**config.mk**
```make
export PLATFORM = sky130hd
export DESIGN_NAME = pong_core_param_flat
export DESIGN_NICKNAME = d
export VERILOG_FILES = /design/src/rtl/pong_core_param_if.sv /design/src/rtl/pong_core_param.sv /design/src/flat_wrapper.sv
export SDC_FILE = /design/constraint.sdc
export NUM_CORES = 1
export LEC_CHECK = 0
export ABC_CLOCK_PERIOD_IN_PS = 4800
export BUFFER_PORTS_ARGS = -buffer_cell sky130_fd_sc_hd__buf_2
export CAP_MARGIN = 20
export CORE_MARGIN = 1
export CORE_UTILIZATION = 64
export DETAILED_ROUTE_END_ITERATION = 10
export HOLD_SLACK_MARGIN = 0.1
export PLACE_DENSITY = 0.85
export REMOVE_ABC_BUFFERS = 1
export SYNTH_ARGS = -nofsm -noshare
export SYNTH_HDL_FRONTEND = slang
export SYNTH_SLANG_ARGS = --single-unit
```
**constraint.sdc**
```tcl
create_clock -name clk -period 4.8 [get_ports clk]
set_input_delay 0.72 -clock clk [delete_from_list [all_inputs] [get_ports clk]]
set_output_delay 0.72 -clock clk [all_outputs]
set_load 0.005 [all_outputs]
```
**src/rtl/pong_core_param_if.sv**
```systemverilog
// Board-side signal bundle for the pong core: raw buttons in, LED bar and score outputs out.
interface pong_core_param_if #(
    parameter int unsigned N_LEDS  = 8,
    parameter int unsigned SCORE_W = 4
);
    logic               p1_btn;
    logic               p2_btn;
    logic               start;
    logic [N_LEDS-1:0]  led;
    logic [SCORE_W-1:0] p1_score;
    logic [SCORE_W-1:0] p2_score;
    logic [1:0]         winner;

    modport master (
        output p1_btn, p2_btn, start,
        input  led, p1_score, p2_score, winner
    );

    modport slave (
        input  p1_btn, p2_btn, start,
        output led, p1_score, p2_score, winner
    );
endinterface

```
**src/rtl/pong_core_param.sv**
```systemverilog
// One-dimensional pong on an N-LED bar: debounced buttons, tick-enable ball stepping,
// per-return speed-up, serve alternation, scoring and a timed win flash.
module pong_core_param #(
    parameter int unsigned N_LEDS        = 8,
    parameter int unsigned WIN_SCORE     = 5,
    parameter int unsigned SCORE_W       = 4,
    parameter int unsigned TICK_DIV      = 10000000,
    parameter int unsigned MIN_DIV       = 2500000,
    parameter int unsigned SPEEDUP_SHIFT = 3,
    parameter int unsigned DB_CYCLES     = 16,
    parameter int unsigned FLASH_TOGGLES = 10
) (
    input  logic            clk,
    input  logic            rst,
    pong_core_param_if.slave io_bus
);
    localparam int unsigned POS_W = $clog2(N_LEDS);
    localparam int unsigned PER_W = $clog2(TICK_DIV + 1);
    localparam int unsigned DB_W  = $clog2(DB_CYCLES + 1);
    localparam int unsigned FT_W  = $clog2(FLASH_TOGGLES + 1);
    localparam int unsigned N_IN  = 3;

    localparam logic [POS_W-1:0] P1_END   = POS_W'(N_LEDS - 1);
    localparam logic [POS_W-1:0] P2_END   = POS_W'(0);
    localparam logic [POS_W-1:0] P1_SERVE = POS_W'(N_LEDS - 2);
    localparam logic [POS_W-1:0] P2_SERVE = POS_W'(1);

    typedef enum logic [2:0] {
        ST_IDLE,
        ST_SERVE,
        ST_PLAY,
        ST_POINT,
        ST_FLASH
    } state_t;

    // ------------------------------------------------------------------
    // Input conditioning: bit 0 = p1, bit 1 = p2, bit 2 = start
    // ------------------------------------------------------------------
    logic [N_IN-1:0] w_raw;
    logic [N_IN-1:0] r_sync1;
    logic [N_IN-1:0] r_sync2;
    logic [N_IN-1:0] r_db;
    logic [N_IN-1:0] r_db_d;
    logic [N_IN-1:0] r_press;
    logic [DB_W-1:0] r_db_cnt [N_IN];

    logic w_p1_press;
    logic w_p2_press;
    logic w_start_press;

    assign w_raw = {io_bus.start, io_bus.p2_btn, io_bus.p1_btn};

    // Level is accepted only after DB_CYCLES consecutive disagreeing samples.
    always_ff @(posedge clk or negedge rst) begin
        if (!rst) begin
            r_sync1 <= '0;
            r_sync2 <= '0;
            r_db    <= '0;
            r_db_d  <= '0;
            r_press <= '0;
            for (int i = 0; i < N_IN; i++) begin
                r_db_cnt[i] <= '0;
            end
        end else begin
            r_sync1 <= w_raw;
            r_sync2 <= r_sync1;
            r_db_d  <= r_db;
            r_press <= r_db & ~r_db_d;
            for (int i = 0; i < N_IN; i++) begin
                if (r_sync2[i] == r_db[i]) begin
                    r_db_cnt[i] <= '0;
                end else if (r_db_cnt[i] == DB_W'(DB_CYCLES - 1)) begin
                    r_db[i]     <= r_sync2[i];
                    r_db_cnt[i] <= '0;
                end else begin
                    r_db_cnt[i] <= r_db_cnt[i] + DB_W'(1);
                end
            end
        end
    end

    assign w_p1_press    = r_press[0];
    assign w_p2_press    = r_press[1];
    assign w_start_press = r_press[2];

    // ------------------------------------------------------------------
    // Game state
    // ------------------------------------------------------------------
    state_t             r_state;
    logic [POS_W-1:0]   r_pos;
    logic               r_dir;
    logic               r_serve_p1;
    logic [PER_W-1:0]   r_period;
    logic [PER_W-1:0]   r_tick_cnt;
    logic [FT_W-1:0]    r_flash_cnt;
    logic [N_LEDS-1:0]  r_led;
    logic [SCORE_W-1:0] r_p1_score;
    logic [SCORE_W-1:0] r_p2_score;
    logic [1:0]         r_winner;

    logic [PER_W-1:0]   w_tick_lim;
    logic               w_tick;
    logic [PER_W-1:0]   w_per_dec;
    logic [PER_W-1:0]   w_per_next;
    logic               w_rx_press;
    logic               w_at_rx_end;
    logic               w_return;
    logic               w_point;
    logic               w_step;
    logic [POS_W-1:0]   w_pos_step;

    function automatic logic [N_LEDS-1:0] onehot(input logic [POS_W-1:0] p);
        onehot = N_LEDS'(1) << p;
    endfunction

    function automatic logic [SCORE_W-1:0] sat_inc(input logic [SCORE_W-1:0] s);
        sat_inc = (s == SCORE_W'(WIN_SCORE)) ? s : s + SCORE_W'(1);
    endfunction

    // The flash always runs at the base rate, independent of the rally speed.
    assign w_tick_lim = (r_state == ST_FLASH) ? PER_W'(TICK_DIV - 1) : r_period - PER_W'(1);
    assign w_tick     = (r_tick_cnt == w_tick_lim);

    assign w_per_dec  = r_period - (r_period >> SPEEDUP_SHIFT);
    assign w_per_next = (w_per_dec < PER_W'(MIN_DIV)) ? PER_W'(MIN_DIV) : w_per_dec;

    // Only the player the ball is heading toward is listened to.
    assign w_rx_press  = r_dir ? w_p1_press : w_p2_press;
    assign w_at_rx_end = r_dir ? (r_pos == P1_END) : (r_pos == P2_END);
    assign w_return    = w_rx_press && w_at_rx_end;
    assign w_point     = w_rx_press ? !w_at_rx_end : (w_tick && w_at_rx_end);
    assign w_step      = !w_rx_press && w_tick && !w_at_rx_end;
    assign w_pos_step  = r_dir ? r_pos + POS_W'(1) : r_pos - POS_W'(1);

    always_ff @(posedge clk or negedge rst) begin
        if (!rst) begin
            r_state     <= ST_IDLE;
            r_pos       <= '0;
            r_dir       <= 1'b0;
            r_serve_p1  <= 1'b1;
            r_period    <= PER_W'(TICK_DIV);
            r_tick_cnt  <= '0;
            r_flash_cnt <= '0;
            r_led       <= '0;
            r_p1_score  <= '0;
            r_p2_score  <= '0;
            r_winner    <= 2'b00;
        end else begin
            unique case (r_state)
                ST_IDLE: begin
                    r_led      <= '0;
                    r_tick_cnt <= '0;
                    if (w_start_press) begin
                        r_state <= ST_SERVE;
                    end
                end

                ST_SERVE: begin
                    if (r_serve_p1) begin
                        r_pos <= P1_SERVE;
                        r_dir <= 1'b0;
                        r_led <= onehot(P1_SERVE);
                    end else begin
                        r_pos <= P2_SERVE;
                        r_dir <= 1'b1;
                        r_led <= onehot(P2_SERVE);
                    end
                    r_period   <= PER_W'(TICK_DIV);
                    r_tick_cnt <= '0;
                    r_state    <= ST_PLAY;
                end

                ST_PLAY: begin
                    r_tick_cnt <= w_tick ? '0 : r_tick_cnt + PER_W'(1);
                    if (w_return) begin
                        r_dir      <= ~r_dir;
                        r_tick_cnt <= '0;
                        r_period   <= w_per_next;
                    end else if (w_point) begin
                        // Receiver failed: the player the ball came from scores.
                        if (r_dir) begin
                            r_p2_score <= sat_inc(r_p2_score);
                        end else begin
                            r_p1_score <= sat_inc(r_p1_score);
                        end
                        r_led      <= '0;
                        r_tick_cnt <= '0;
                        r_state    <= ST_POINT;
                    end else if (w_step) begin
                        r_pos <= w_pos_step;
                        r_led <= onehot(w_pos_step);
                    end
                end

                ST_POINT: begin
                    if ((r_p1_score == SCORE_W'(WIN_SCORE)) ||
                        (r_p2_score == SCORE_W'(WIN_SCORE))) begin
                        r_winner    <= (r_p1_score == SCORE_W'(WIN_SCORE)) ? 2'b01 : 2'b10;
                        r_led       <= '1;
                        r_tick_cnt  <= '0;
                        r_flash_cnt <= '0;
                        r_state     <= ST_FLASH;
                    end else begin
                        r_serve_p1 <= ~r_serve_p1;
                        r_state    <= ST_IDLE;
                    end
                end

                ST_FLASH: begin
                    r_tick_cnt <= w_tick ? '0 : r_tick_cnt + PER_W'(1);
                    if (w_tick) begin
                        // The last inversion stays visible for a full tick before clearing.
                        if (r_flash_cnt == FT_W'(FLASH_TOGGLES)) begin
                            r_p1_score <= '0;
                            r_p2_score <= '0;
                            r_winner   <= 2'b00;
                            r_serve_p1 <= 1'b1;
                            r_led      <= '0;
                            r_state    <= ST_IDLE;
                        end else begin
                            r_led       <= ~r_led;
                            r_flash_cnt <= r_flash_cnt + FT_W'(1);
                        end
                    end
                end

                default: begin
                    r_state <= ST_IDLE;
                end
            endcase
        end
    end

    assign io_bus.led      = r_led;
    assign io_bus.p1_score = r_p1_score;
    assign io_bus.p2_score = r_p2_score;
    assign io_bus.winner   = r_winner;

endmodule

```
**src/flat_wrapper.sv**
```systemverilog
// flat-port wrapper written by rule: the top's interface ports become plain ports
module pong_core_param_flat 
#(
    parameter int unsigned N_LEDS        = 8,
    parameter int unsigned WIN_SCORE     = 5,
    parameter int unsigned SCORE_W       = 4,
    parameter int unsigned TICK_DIV      = 10000000,
    parameter int unsigned MIN_DIV       = 2500000,
    parameter int unsigned SPEEDUP_SHIFT = 3,
    parameter int unsigned DB_CYCLES     = 16,
    parameter int unsigned FLASH_TOGGLES = 10
)
  (clk, rst, io_bus_p1_btn, io_bus_p2_btn, io_bus_start, io_bus_led, io_bus_p1_score, io_bus_p2_score, io_bus_winner);
  pong_core_param_if #(.N_LEDS(N_LEDS), .SCORE_W(SCORE_W)) io_bus_i ();
  input  logic clk;
  input  logic rst;
  input wire logic [$bits(io_bus_i.p1_btn)-1:0] io_bus_p1_btn;
  input wire logic [$bits(io_bus_i.p2_btn)-1:0] io_bus_p2_btn;
  input wire logic [$bits(io_bus_i.start)-1:0] io_bus_start;
  output wire logic [$bits(io_bus_i.led)-1:0] io_bus_led;
  output wire logic [$bits(io_bus_i.p1_score)-1:0] io_bus_p1_score;
  output wire logic [$bits(io_bus_i.p2_score)-1:0] io_bus_p2_score;
  output wire logic [$bits(io_bus_i.winner)-1:0] io_bus_winner;
  assign io_bus_i.p1_btn = io_bus_p1_btn;
  assign io_bus_i.p2_btn = io_bus_p2_btn;
  assign io_bus_i.start = io_bus_start;
  assign io_bus_led = io_bus_i.led;
  assign io_bus_p1_score = io_bus_i.p1_score;
  assign io_bus_p2_score = io_bus_i.p2_score;
  assign io_bus_winner = io_bus_i.winner;
  pong_core_param #(.N_LEDS(N_LEDS), .WIN_SCORE(WIN_SCORE), .SCORE_W(SCORE_W), .TICK_DIV(TICK_DIV), .MIN_DIV(MIN_DIV), .SPEEDUP_SHIFT(SPEEDUP_SHIFT), .DB_CYCLES(DB_CYCLES), .FLASH_TOGGLES(FLASH_TOGGLES)) u_core (.clk(clk), .rst(rst), .io_bus(io_bus_i));
endmodule
```
# Yosys cells after proc, flatten, opt, wreduce, memory -nomap -nowiden
# Cells that the tools add are included.
# word_totals
ff_bits,108
input_bits,5
output_inout_bits,18
word_cells,168
# classes
addsub,11
n_lt_le_gt_ge,1
n_eq_ne,31
shifts,1
mux,67
n_bitwise,8
reduce_logical,28
# op_table
cell,count
$mux 24,7
$pmux 24 s4,1
$mux 4,13
$mux 8,6
$pmux 24 s2,1
$pmux 8 s5,1
$mux 3,11
$mux 5,6
$add 24x1->24 const B,1
$eq 24x24->1,1
$lt 24x22->1 const B,1
$pmux 4 s2,3
$sub 24x1->24 const B,1
$sub 24x21->24,1
$ne 2x2->1 const B,8
$reduce_and 4->1,4
$add 5x1->5 const B,3
$eq 5x4->1 const B,3
$pmux 3 s5,1
$ne 2x1->1 const B,7
$reduce_and 7->1,2
$add 4x1->4 const B,3
$reduce_and 2->1,5
$reduce_and 5->1,2
other kinds (28),55

# Depth between registers and ports, before layout
# Gate-level depths: netlist of run 1.
# depth
ltp_word,9
mapped_depth,16
depth_no_buf,14

# Worst setup path after synthesis of run 1
# No wires, ideal clock.
# synth_path
path_type,reg-to-reg
from,register u_core.r_period[0]
to,register u_core.r_period[11]
setup_ns,0.141
arrival_time_ns,3.832
required_ns,4.659
slack_ns,0.827
path_stages_with_launch,17
n_path_buf,2
period_less_slack_ns,3.973
path_cell_list,dfrtp_1 clkbuf_1 inv_1 ha_1 inv_1 fa_1 a21o_1 a21o_1 a221oi_1 o311a_1 nor2_1 a221oi_1 and4_1 a211o_1 o311a_1 clkbuf_1 o22ai_1
# synth_via
elab_chain_cells,5
# synth_rtl
item,line,rtl
from (decl),pong_core_param.sv:93,logic [PER_W-1:0] r_period;
from (signal assigned),pong_core_param.sv:141,r_period <= PER_W'(TICK_DIV);
from (signal assigned),pong_core_param.sv:168,r_period <= PER_W'(TICK_DIV);
from (signal assigned),pong_core_param.sv:178,r_period <= w_per_next;
$sub 24x21->24 (*),pong_core_param.sv:124,assign w_per_dec = r_period - (r_period >> SPEEDUP_SHIFT);
$lt 24x22->1,pong_core_param.sv:125,assign w_per_next = (w_per_dec < PER_W'(MIN_DIV)) ? PER_W'(MIN_DIV) : w_per_dec;
$mux 24 (*),pong_core_param.sv:125,
$mux 24 (*),pong_core_param.sv:175,if (w_return) begin
$pmux 24 s2 (*),pong_core_param.sv:149,unique case (r_state)
# Mark *: on every way between the ends. The rest lies on a longest branch, timed or not. The select of a mux whose other input is x is not followed.
# A chain may end at the register's enable or synchronous reset.

# Final worst setup path of run 1
# layout_path
from,register u_core.r_period[0]
to,register u_core.r_period[6]
# The elaborated chain is that of the path after synthesis.

==> metrics.md, run 1 <==
| Metric | Value |
|---|---|
| Status | finished clean |
| WP data arrival | 4.59 ns |
| Synthesis-stage register bit count | 108 |
| GRT Util Overall | 29.2% |
| Fin. max-slew vios | 0 |
| Top post-synthesis cells by count | 99 x dfrtp_1, 77 x nand2_1, 63 x o21ai_0 |
| Total negative slack | 0 ns |
| Setup crit end kind | flip-flop |
| Synth Flop Type | dfrtp_1 |
| Final hold violations | 0 |
| Non-Filler Instances | 1052 |
| # setup viols final | 0 |
| Worst EP required | 5.01 ns |
| Max-Cap Viols | 0 |
| Nets | 944 |
| Slew HR | 27.4% |
| Grt total ovfl | 0 |
| Pleak | 3.71 nW |
| Initial drt markers | 581 |
| Final GP Congestion | 0.975 |
| Clock latency on the worst-skew pair | 0.36 ns |
| Post-CTS Setup Repair Bufs | 0 |
| I/O Pins | 23 |
| Cell Area, Synth | 0.00786 mm^2 |
| PwrDens | 466 mW/mm^2 |
| First-pass GRT wire length | 30.2 mm |
| Residual DRC | 0 |
| Yosys top cell area share | 31.5% |
| Tightest Pin Transition | 1.08 ns |
| Share of layout cells above drive strength 1 | 10.4% |
| Max Root-Sink Buffers | 2 |
| DR vias | 6884 |
| Hold buffers post-CTS | 0 |
| Clk root buf | clkbuf_16 |
| Area occupied by multi-input gates | 0.00476 mm^2 |
| Die span in y | 113 um |
| ANT nets after route | 0 |
| Yosys warns | 0 |
| Final WS setup | 0.419 ns |
| Pre-CTS setup slack | 0.482 ns |
| Max frequency | 228 MHz |
| CTS buffer count | 9 |
| Sequential fraction of the synthesis area | 34.5% |
| Core ar. | 0.0120 mm^2 |
| Final min period | 4.38 ns |
| PortBufs | 22 |
| EDFF count, synth | 0 |
| Die X | 113 um |
| TritonCTS Sinks | 108 |
| Vias/cell | 6.54 |
| CTS tree | done |
| CTS clk-pin slew, worst paths | 0.08 ns |
| Max FO, Critical Path | 15 |
| Synth Instances | 894 |
| Largest net degree at the start of global routing | 71 |
| RSZ-0062 raised after global routing | false |
| Clock Skews | 0.00974 ns |
| CP Class | flip-flop to flip-flop |
| Syn Area/Cell | 8.79 um^2 |
| CTS-repair resized insts | 0 |
| Placed insts | 1036 |
| Rows | 40 |
| Vias in the first global route | 6245 |
| Setup crit start kind | flip-flop |
| HPWL Detailed | 12.9 mm |
| Synth unique cells | 84 |
| Cell breakdown of the critical path | inv_1 > ha_1 > inv_1 > fa_1 > a21o_1 > a21o_1 > a221oi_1 > buf_4 > o311a_1 > nor2_1 > a221oi_1 > and4_1 > a211o_1 > o311a_1 > o32ai_1 |
| Area grow syn2layout | 6.02% |
| HP Class | flip-flop to flip-flop |
| Post-Route WL | 17.7 mm |
| Tcrit/Tclk final | 91.3% |
| Area occupied by registers | 0.00271 mm^2 |
| CP peak stage delay | 0.65 ns |
| Ant. Diodes | 0 |
| Count leader, synth | dfrtp_1 |
| DIE AREA | 0.0127 mm^2 |
| Ys async rst share | 100% |
| Initial antenna violation count | 0 |
| Average wire per standard cell | 16.8 um |
| Synth top area cells | dfrtp_1 32%, ha_1 5.9%, o21ai_0 4.0%, nand2_1 3.7%, dfstp_2 3.0% |
| Synth area leader | dfrtp_1 |
| Detailed Routing Iterations Pass 1 | 7 |
| # H-tree levels | 3 |
| Initial Utilization | 65.4% |
| FILL cells | 917 |
| Crit path max-delay cell type | a221oi_1 |
| Peak supply drop | 284 uV |
[layout make-up]
| class | instances | share of cell area [%] |
|---|---|---|
| Multi-Input combinational cell | 701 | 57.2 |
| Tap cell | 147 | 2.21 |
| Inverter | 49 | 2.21 |
| Clock inverter | 6 | 0.916 |
| Timing Repair Buffer | 31 | 2.16 |
| Clock buffer | 10 | 2.75 |
| Sequential cell | 108 | 32.6 |
[placed cells by master (no fill, tap or decap), types with 15 or more instances in the layout]
master	count
dfrtp_1	99
inv_1	49
nand2b_1	18
o22ai_1	15
and3_1	18
nor2_1	62
xnor2_1	20
ha_1	37
nand2_1	77
o31ai_1	17
xor2_1	23
nand3_1	43
o21ai_0	63
buf_2	21
a21oi_1	45
nor3_1	24
[per-layer routing]
layer,track usage (%),wire [um],vias up
met5,0,0,-
met4,7.91,278,0
met3,5.89,936,24
met2,45.3,8070,210
met1,41.8,8430,3289
li1,-,-,3361
[path summary, 6_finish.rpt]
check / start / to / slack (ns) / cells past startpoint
hold reg to reg: u_core.r_sync1[2] / u_core.r_sync2[2] / 0.35 / 0
setup reg to reg: u_core.r_period[0] / u_core.r_period[6] / 0.42 / 15
setup / recovery: u_core.r_period[0] / u_core.r_period[6] / 0.42 / 15
min in group asynchronous: rst / u_core.r_tick_cnt[0] / 0.48 / 1
max in group asynchronous: rst / u_core.r_db_cnt[4] / 3.27 / 2
hold / removal: u_core.r_sync1[2] / u_core.r_sync2[2] / 0.35 / 0
[worst max-delay path, delay by kind of cell (launching register included)]
family | cells | cell delay (ns)
AOI/OAI and AO/OA | 8 | 2.39
adders and majority gates | 2 | 0.59
DFF | 1 | 0.47
and+or+nand+nor | 2 | 0.39
buffers and inverters | 3 | 0.38
[cell families (layout without fill, tap and decap cells)]
family                   after synthesis  after routing  share of synthesized area [%]
AND/OR/NAND/NOR                      326            326                           22.0
AO/OA/AOI/OAI                        271            271                           23.6
flip-flops                           108            108                           34.5
buffers and inverters                 85             96                           4.90
XOR/XNOR                              45             45                           5.37
adder cells (fa/ha/maj)               39             39                           6.40
multiplexers                          20             20                           3.15
[where the power goes]
part	internal, W	total, W	leakage [nW]	switching, W
Combinational	0.000776	0.00188	2.13	0.00110
Clock	0.000415	0.000773	0.150	0.000358
Sequential	0.00105	0.00123	1.43	0.000179
[sequential cells by signal, indices dropped and copies added, names as in the netlist, 3 cells and up]
| signal | count |
|---|---|
| u_core.io_bus.p2_score | 4 |
| u_core.r_db_cnt | 15 |
| u_core.io_bus.p1_score | 4 |
| u_core.r_db_d | 3 |
| u_core.r_sync2 | 3 |
| u_core.r_pos | 3 |
| u_core.io_bus.led | 8 |
| u_core.r_sync1 | 3 |
| u_core.r_flash_cnt | 4 |
| u_core.r_period | 24 |
| u_core.r_db | 3 |
| u_core.r_tick_cnt | 24 |
| u_core.r_state | 3 |
| u_core.r_press | 3 |
[metrics by stage]
| step | instance area (um^2) | total power, W | utilization (%) | hold WS [ns] |
|---|---|---|---|---|
| finish | 8330 | 0.00388 | 69.4 | 0.346 |
| floorplan | 7660 | 0.00263 | - | 0.331 |
| CTS | 8330 | 0.00386 | 69.4 | 0.349 |
| global route | 8330 | 0.00415 | 69.4 | 0.358 |
| detailed placement | 8030 | 0.00308 | 66.8 | 0.336 |
| global placement | 8030 | 0.00304 | 66.8 | 0.332 |
(Power assumes the default switching activity.)
==> inputs of run 2 (changes only) <==
--- a/config.mk
+++ b/config.mk
@@ -11,6 +11,7 @@
 export CORE_MARGIN = 1
 export CORE_UTILIZATION = 64
 export DETAILED_ROUTE_END_ITERATION = 10
+export GPL_TIMING_DRIVEN = 0
 export HOLD_SLACK_MARGIN = 0.1
 export PLACE_DENSITY = 0.85
 export REMOVE_ABC_BUFFERS = 1
==> metrics.md, run 2 (synthesis results as in run 1) <==
| Metric | Value |
|---|---|
| Residual DRC | 0 |
| HP Class | input pin to asynchronous set/reset pin |
| Core Util, Final | 69.6% |
| Initial antenna violation count | 0 |
| Most common cell after layout, fill and taps aside | dfrtp_1 |
| Max Root-Sink Buffers | 2 |
| Average wire per standard cell | 16.6 um |
| Core ar. | 0.0120 mm^2 |
| Register-to-Register Path Depth | 10 |
| WP data arrival | 4.73 ns |
| Post-CTS Setup Repair Bufs | 0 |
| I/O Pins | 23 |
| Clock Skews | 0.00963 ns |
| Area grow syn2layout | 6.42% |
| Hold buffers post-CTS | 0 |
| Final min period | 4.47 ns |
| Tcrit/Tclk final | 93.2% |
| Post-Route WL | 17.4 mm |
| CP Class | flip-flop to flip-flop |
| Placed insts | 1031 |
| Critical path's top delay family | compound AO/OA/AOI/OAI gates |
| Pwr Total | 0.00391 W |
| Detailed Routing Iterations Pass 1 | 5 |
| RR Startpoint | u_core.r_period[9] |
| CTS buffer count | 9 |
| # H-tree levels | 3 |
| Largest net degree at the start of global routing | 73 |
| TritonCTS Sinks | 108 |
| First-pass GRT wire length | 28.9 mm |
| Crit path depth | 10 |
| DIE AREA | 0.0127 mm^2 |
| PortBufs | 22 |
| Max-Cap Viols | 0 |
| Non-Filler Instances | 1050 |
| Final GP Congestion | 0.892 |
| GRT Util Overall | 28.2% |
| Nets | 942 |
| Pre-CTS setup slack | 0.176 ns |
| Slew HR | 28.6% |
| Die X | 113 um |
| Max FO, Critical Path | 8 |
| DR vias | 6839 |
| Setup crit end kind | flip-flop |
| Setup crit start kind | flip-flop |
| Die span in y | 113 um |
| FILL cells | 957 |
| Worst EP required | 5.06 ns |
| Pleak | 3.72 nW |
| CP peak stage delay | 0.97 ns |
| Tightest Pin Transition | 1.04 ns |
| Cell breakdown of the critical path | inv_1 > ha_1 > a2111oi_0 > a211o_1 > a311o_1 > o31ai_1 > a2111oi_0 > a211o_1 > o311ai_0 > a32o_1 |
| Share of layout cells above drive strength 1 | 10.5% |
| # setup viols final | 0 |
| CTS tree | done |
| HPWL Detailed | 12.5 mm |
| Ant. Diodes | 0 |
| R2r endpoint | u_core.r_period[2] |
| ANT nets after route | 0 |
| CTS-repair resized insts | 0 |
| Fin. max-slew vios | 0 |
| Max frequency | 224 MHz |
| Clock latency on the worst-skew pair | 0.37 ns |
| Crit path max-delay cell type | a2111oi_0 |
| Final WS setup | 0.327 ns |
| Clk root buf | clkbuf_16 |
| Vias in the first global route | 6053 |
| Final hold violations | 0 |
| Vias/cell | 6.51 |
| Reg2Reg Setup Slack | 0.33 ns |
| Rows | 40 |
| Commonest cells after routing, fill and taps aside | 99 x dfrtp_1, 77 x nand2_1, 63 x o21ai_0 |
| Initial Utilization | 65.4% |
| RSZ-0062 raised after global routing | false |
| Worst path bufs/invs | 1 |
| Largest regs | u_core.r_period (24), u_core.r_tick_cnt (24), u_core.r_db_cnt (15) |
| CTS clk-pin slew, worst paths | 0.08 ns |
| Initial drt markers | 572 |
| Status | finished clean |
| Peak supply drop | 256 uV |
| PwrDens | 468 mW/mm^2 |
| Grt total ovfl | 0 |
[run 2: worst max-delay path by stage]
| stage | startpoint | endpoint | slack, ns |
|---|---|---|---|
| 2_1_floorplan | u_core.r_state[1] | u_core.io_bus.led[0] | 0.15 |
| 3_3_place_gp | u_core.r_state[1] | u_core.r_tick_cnt[20] | -1.29 |
| 3_5_place_dp | u_core.r_period[0] | u_core.r_period[11] | 0.18 |
| 4_1_cts | u_core.r_period[0] | u_core.r_period[6] | 0.1 |
| 5_1_grt | u_core.r_period[0] | u_core.r_period[3] | 0.07 |
| 6_report | u_core.r_period[9] | u_core.r_period[2] | 0.33 |
[run 2: layer usage]
metal	vias to the layer above	GRT usage [%]	wire (um)
li1	3346	-	-
met1	3263	39.2	8140
met2	208	45.3	8010
met3	22	4.66	978
met4	0	8.71	244
met5	-	0	0
[run 2: layout make-up]
cell class | count | area, um^2 | share of cell area [%]
Timing Repair Buffer | 29 | 210 | 2.51
Clock inverter | 7 | 73.8 | 0.883
Multi-Input combinational cell | 701 | 4770 | 57.1
Tap cell | 147 | 184 | 2.20
Clock buffer | 9 | 225 | 2.69
Inverter | 49 | 184 | 2.20
Sequential cell | 108 | 2710 | 32.5
[run 2: per-stage QoR]
step | hold WS, ns | cell area (um^2) | setup TNS, ns
2_1_floorplan | 0.331 | 7660 | 0
3_3_place_gp | 0.332 | 7950 | -55.55
3_5_place_dp | 0.335 | 8020 | 0
4_1_cts | 0.342 | 8320 | 0
5_1_grt | 0.361 | 8360 | 0
6_report | 0.332 | 8360 | 0
[run 2: worst reg2reg max path, cell delays in order (launching register included)]
cell       delay (ns)
dfstp_2          0.60
inv_1            0.06
ha_1             0.40
a2111oi_0        0.97
a211o_1          0.32
a311o_1          0.33
o31ai_1          0.12
a2111oi_0        0.58
a211o_1          0.28
o311ai_0         0.34
a32o_1           0.36
[run 2: where the power goes]
group          switching (W)  leakage [nW]  internal, W
Combinational        0.00112          2.13     0.000803
Clock               0.000391         0.150     0.000374
Sequential          0.000176          1.43      0.00105
Total                0.00169          3.72      0.00223
==> inputs of run 3 (changes only) <==
--- a/config.mk
+++ b/config.mk
@@ -6,14 +6,15 @@
 export NUM_CORES = 1
 export LEC_CHECK = 0
 export ABC_CLOCK_PERIOD_IN_PS = 4800
-export BUFFER_PORTS_ARGS = -buffer_cell sky130_fd_sc_hd__buf_2
 export CAP_MARGIN = 20
-export CORE_MARGIN = 1
-export CORE_UTILIZATION = 64
+export CORE_ASPECT_RATIO = 0.6
+export CORE_MARGIN = 3
+export CORE_UTILIZATION = 65
 export DETAILED_ROUTE_END_ITERATION = 10
+export DONT_BUFFER_PORTS = 1
 export GPL_TIMING_DRIVEN = 0
 export HOLD_SLACK_MARGIN = 0.1
-export PLACE_DENSITY = 0.85
+export PLACE_DENSITY = 0.84
 export REMOVE_ABC_BUFFERS = 1
 export SYNTH_ARGS = -nofsm -noshare
 export SYNTH_HDL_FRONTEND = slang
==> metrics.md, run 3 (synthesis results as in run 1) <==
| Metric | Value |
|---|---|
| Final hold violations | 0 |
| Met1 Use GR | 46.3% |
| CTS buffer count | 9 |
| HPWL Detailed | 14.6 mm |
| Fin. max-slew vios | 0 |
| Final min period | 4.52 ns |
| GRT Util Overall | 30.2% |
| Largest regs | u_core.r_period (24), u_core.r_tick_cnt (24), u_core.r_db_cnt (15) |
| Switching power | 0.00176 W |
| Finished Cell Area | 0.00826 mm^2 |
| # H-tree levels | 3 |
| Pre-CTS setup slack | -0.133 ns |
| Sw Share | 44.6% |
| Clock Skews | 0.00831 ns |
| TritonCTS Sinks | 108 |
| Max Root-Sink Buffers | 2 |
| Initial drt markers | 870 |
| CTS tree | done |
| Most common cell after layout, fill and taps aside | dfrtp_1 |
| Setup crit start kind | flip-flop |
| Clock latency on the worst-skew pair | 0.36 ns |
| Peak supply drop | 289 uV |
| Met2 Usage GRT | 43.7% |
| Commonest cells after routing, fill and taps aside | 99 x dfrtp_1, 77 x nand2_1, 63 x o21ai_0 |
| Area grow syn2layout | 5.11% |
| Vias in the first global route | 6560 |
| ANT nets after route | 0 |
| Tightest Pin Transition | 1.02 ns |
| Tcrit/Tclk final | 94.2% |
| Pleak | 3.60 nW |
| I/O Pins | 23 |
| Largest net degree at the start of global routing | 100 |
| Max frequency | 221 MHz |
| Die span in y | 91.2 um |
| Worst EP required | 5.04 ns |
| Residual DRC | 0 |
| CP Class | flip-flop to flip-flop |
| Comb pwr share | 50.0% |
| Final WS setup | 0.276 ns |
| Area occupied by registers | 0.00271 mm^2 |
| Non-Filler Instances | 1042 |
| Die X | 148 um |
| Vias/cell | 6.90 |
| Core ar. | 0.0116 mm^2 |
| Internal power | 0.00218 W |
| Slew HR | 30.0% |
| Share of layout cells above drive strength 1 | 8.50% |
| Detailed Routing Iterations Pass 1 | 6 |
| First-pass GRT wire length | 33.1 mm |
| Average wire per standard cell | 19.6 um |
| Initial Utilization | 68.0% |
| HP Class | input pin to asynchronous set/reset pin |
| DP Area | 0.00791 mm^2 |
| Layer with the highest usage | met1 |
| WP data arrival | 4.76 ns |
| Placed insts | 1022 |
| DR vias | 7188 |
| Reg power frac | 31.5% |
| # setup viols final | 0 |
| PortBufs | 0 |
| Max-Cap Viols | 0 |
| Post-Route WL | 20.4 mm |
| Rows | 30 |
| Ant. Diodes | 0 |
| PwrDens | 477 mW/mm^2 |
| M3 GR Usage | 7.38% |
| FILL cells | 878 |
| Max FO, Critical Path | 13 |
| Status | finished clean |
| RSZ-0062 raised after global routing | false |
| Setup crit end kind | flip-flop |
| Clk pwr share | 18.5% |
| Area occupied by multi-input gates | 0.00478 mm^2 |
| DIE AREA | 0.0135 mm^2 |
| Post-CTS Setup Repair Bufs | 0 |
| Nets | 922 |
| Grt total ovfl | 0 |
| Clk root buf | clkbuf_16 |
| Final GP Congestion | 0.877 |
| Initial antenna violation count | 0 |
| CTS clk-pin slew, worst paths | 0.08 ns |
[run 3: cell types whose count changed in the layout (fill, tap and decap cells not counted), sizes merged]
cell / change
clkinvlp: +1
buf: -22
inv: -3
clkinv: +1
clkbuf: +2
[run 3: power by group through the flow]
stage / Sequential, W / Clock (W) / Combinational [W]
6_report: 0.00124 / 0.000729 / 0.00197
3_3_place_gp: 0.00124 / 0 / 0.00175
3_5_place_dp: 0.00125 / 0 / 0.00183
2_1_floorplan: 0.00120 / 0 / 0.00143
5_1_grt: 0.00126 / 0.000773 / 0.00216
4_1_cts: 0.00124 / 0.000731 / 0.00188
[run 3: final timing paths]
check                      slack (ns)               start              endpoint  cells past startpoint
max                              0.28  u_core.r_period[3]  u_core.io_bus.led[5]                     10
min in group clk                 0.35   u_core.r_sync1[2]     u_core.r_sync2[2]                      0
min                              0.20                 rst   u_core.r_period[15]                      0
max in group asynchronous        4.12                 rst   u_core.r_period[21]                      1
min reg2reg                      0.35   u_core.r_sync1[2]     u_core.r_sync2[2]                      0
max reg2reg                      0.28  u_core.r_period[3]  u_core.io_bus.led[5]                     10
[run 3: per-stage QoR]
step	util (%)	TNS (ns)	power (W)	hold slack (ns)
after detailed placement	68.4	-1.03	0.00309	0.340
after floorplan	-	0	0.00263	0.331
after global routing	71.5	0	0.00419	0.189
after global placement	68.0	-66.07	0.00298	0.331
final	71.5	0	0.00394	0.197
after CTS	71.1	0	0.00385	0.199
[run 3: layout make-up]
class / instances / area share (%)
Clock buffer: 9 / 2.73
Clock inverter: 6 / 0.682
Inverter: 49 / 2.23
Multi-Input combinational cell: 701 / 57.8
Sequential cell: 108 / 32.9
Tap cell: 160 / 2.42
Timing Repair Buffer: 9 / 1.24
[run 3: metal layers]
layer	up-vias	wire length (um)
met5	-	0
met4	0	240
met3	26	2000
met2	341	8770
met1	3513	9400
li1	3308	-
[run 3: what timing repair did]
item,4_1_cts,5_1_grt
hold buffers,1,0
endpoints found under the hold margin,99,0
pin swaps,0,0
gates cloned,0,0
endpoints found under the setup margin,16,18
resized for setup,1,2
[run 3: worst max-delay path, cell delays in order (launching register included)]
cell       delay [ns]
dfrtp_1          0.49
or3_1            0.56
or4_1            0.81
nor4_4           0.38
xnor2_1          0.19
o2111ai_1        0.20
nor4b_2          0.46
nand4b_2         0.30
nor3_4           0.47
o221ai_1         0.22
mux2_4           0.31
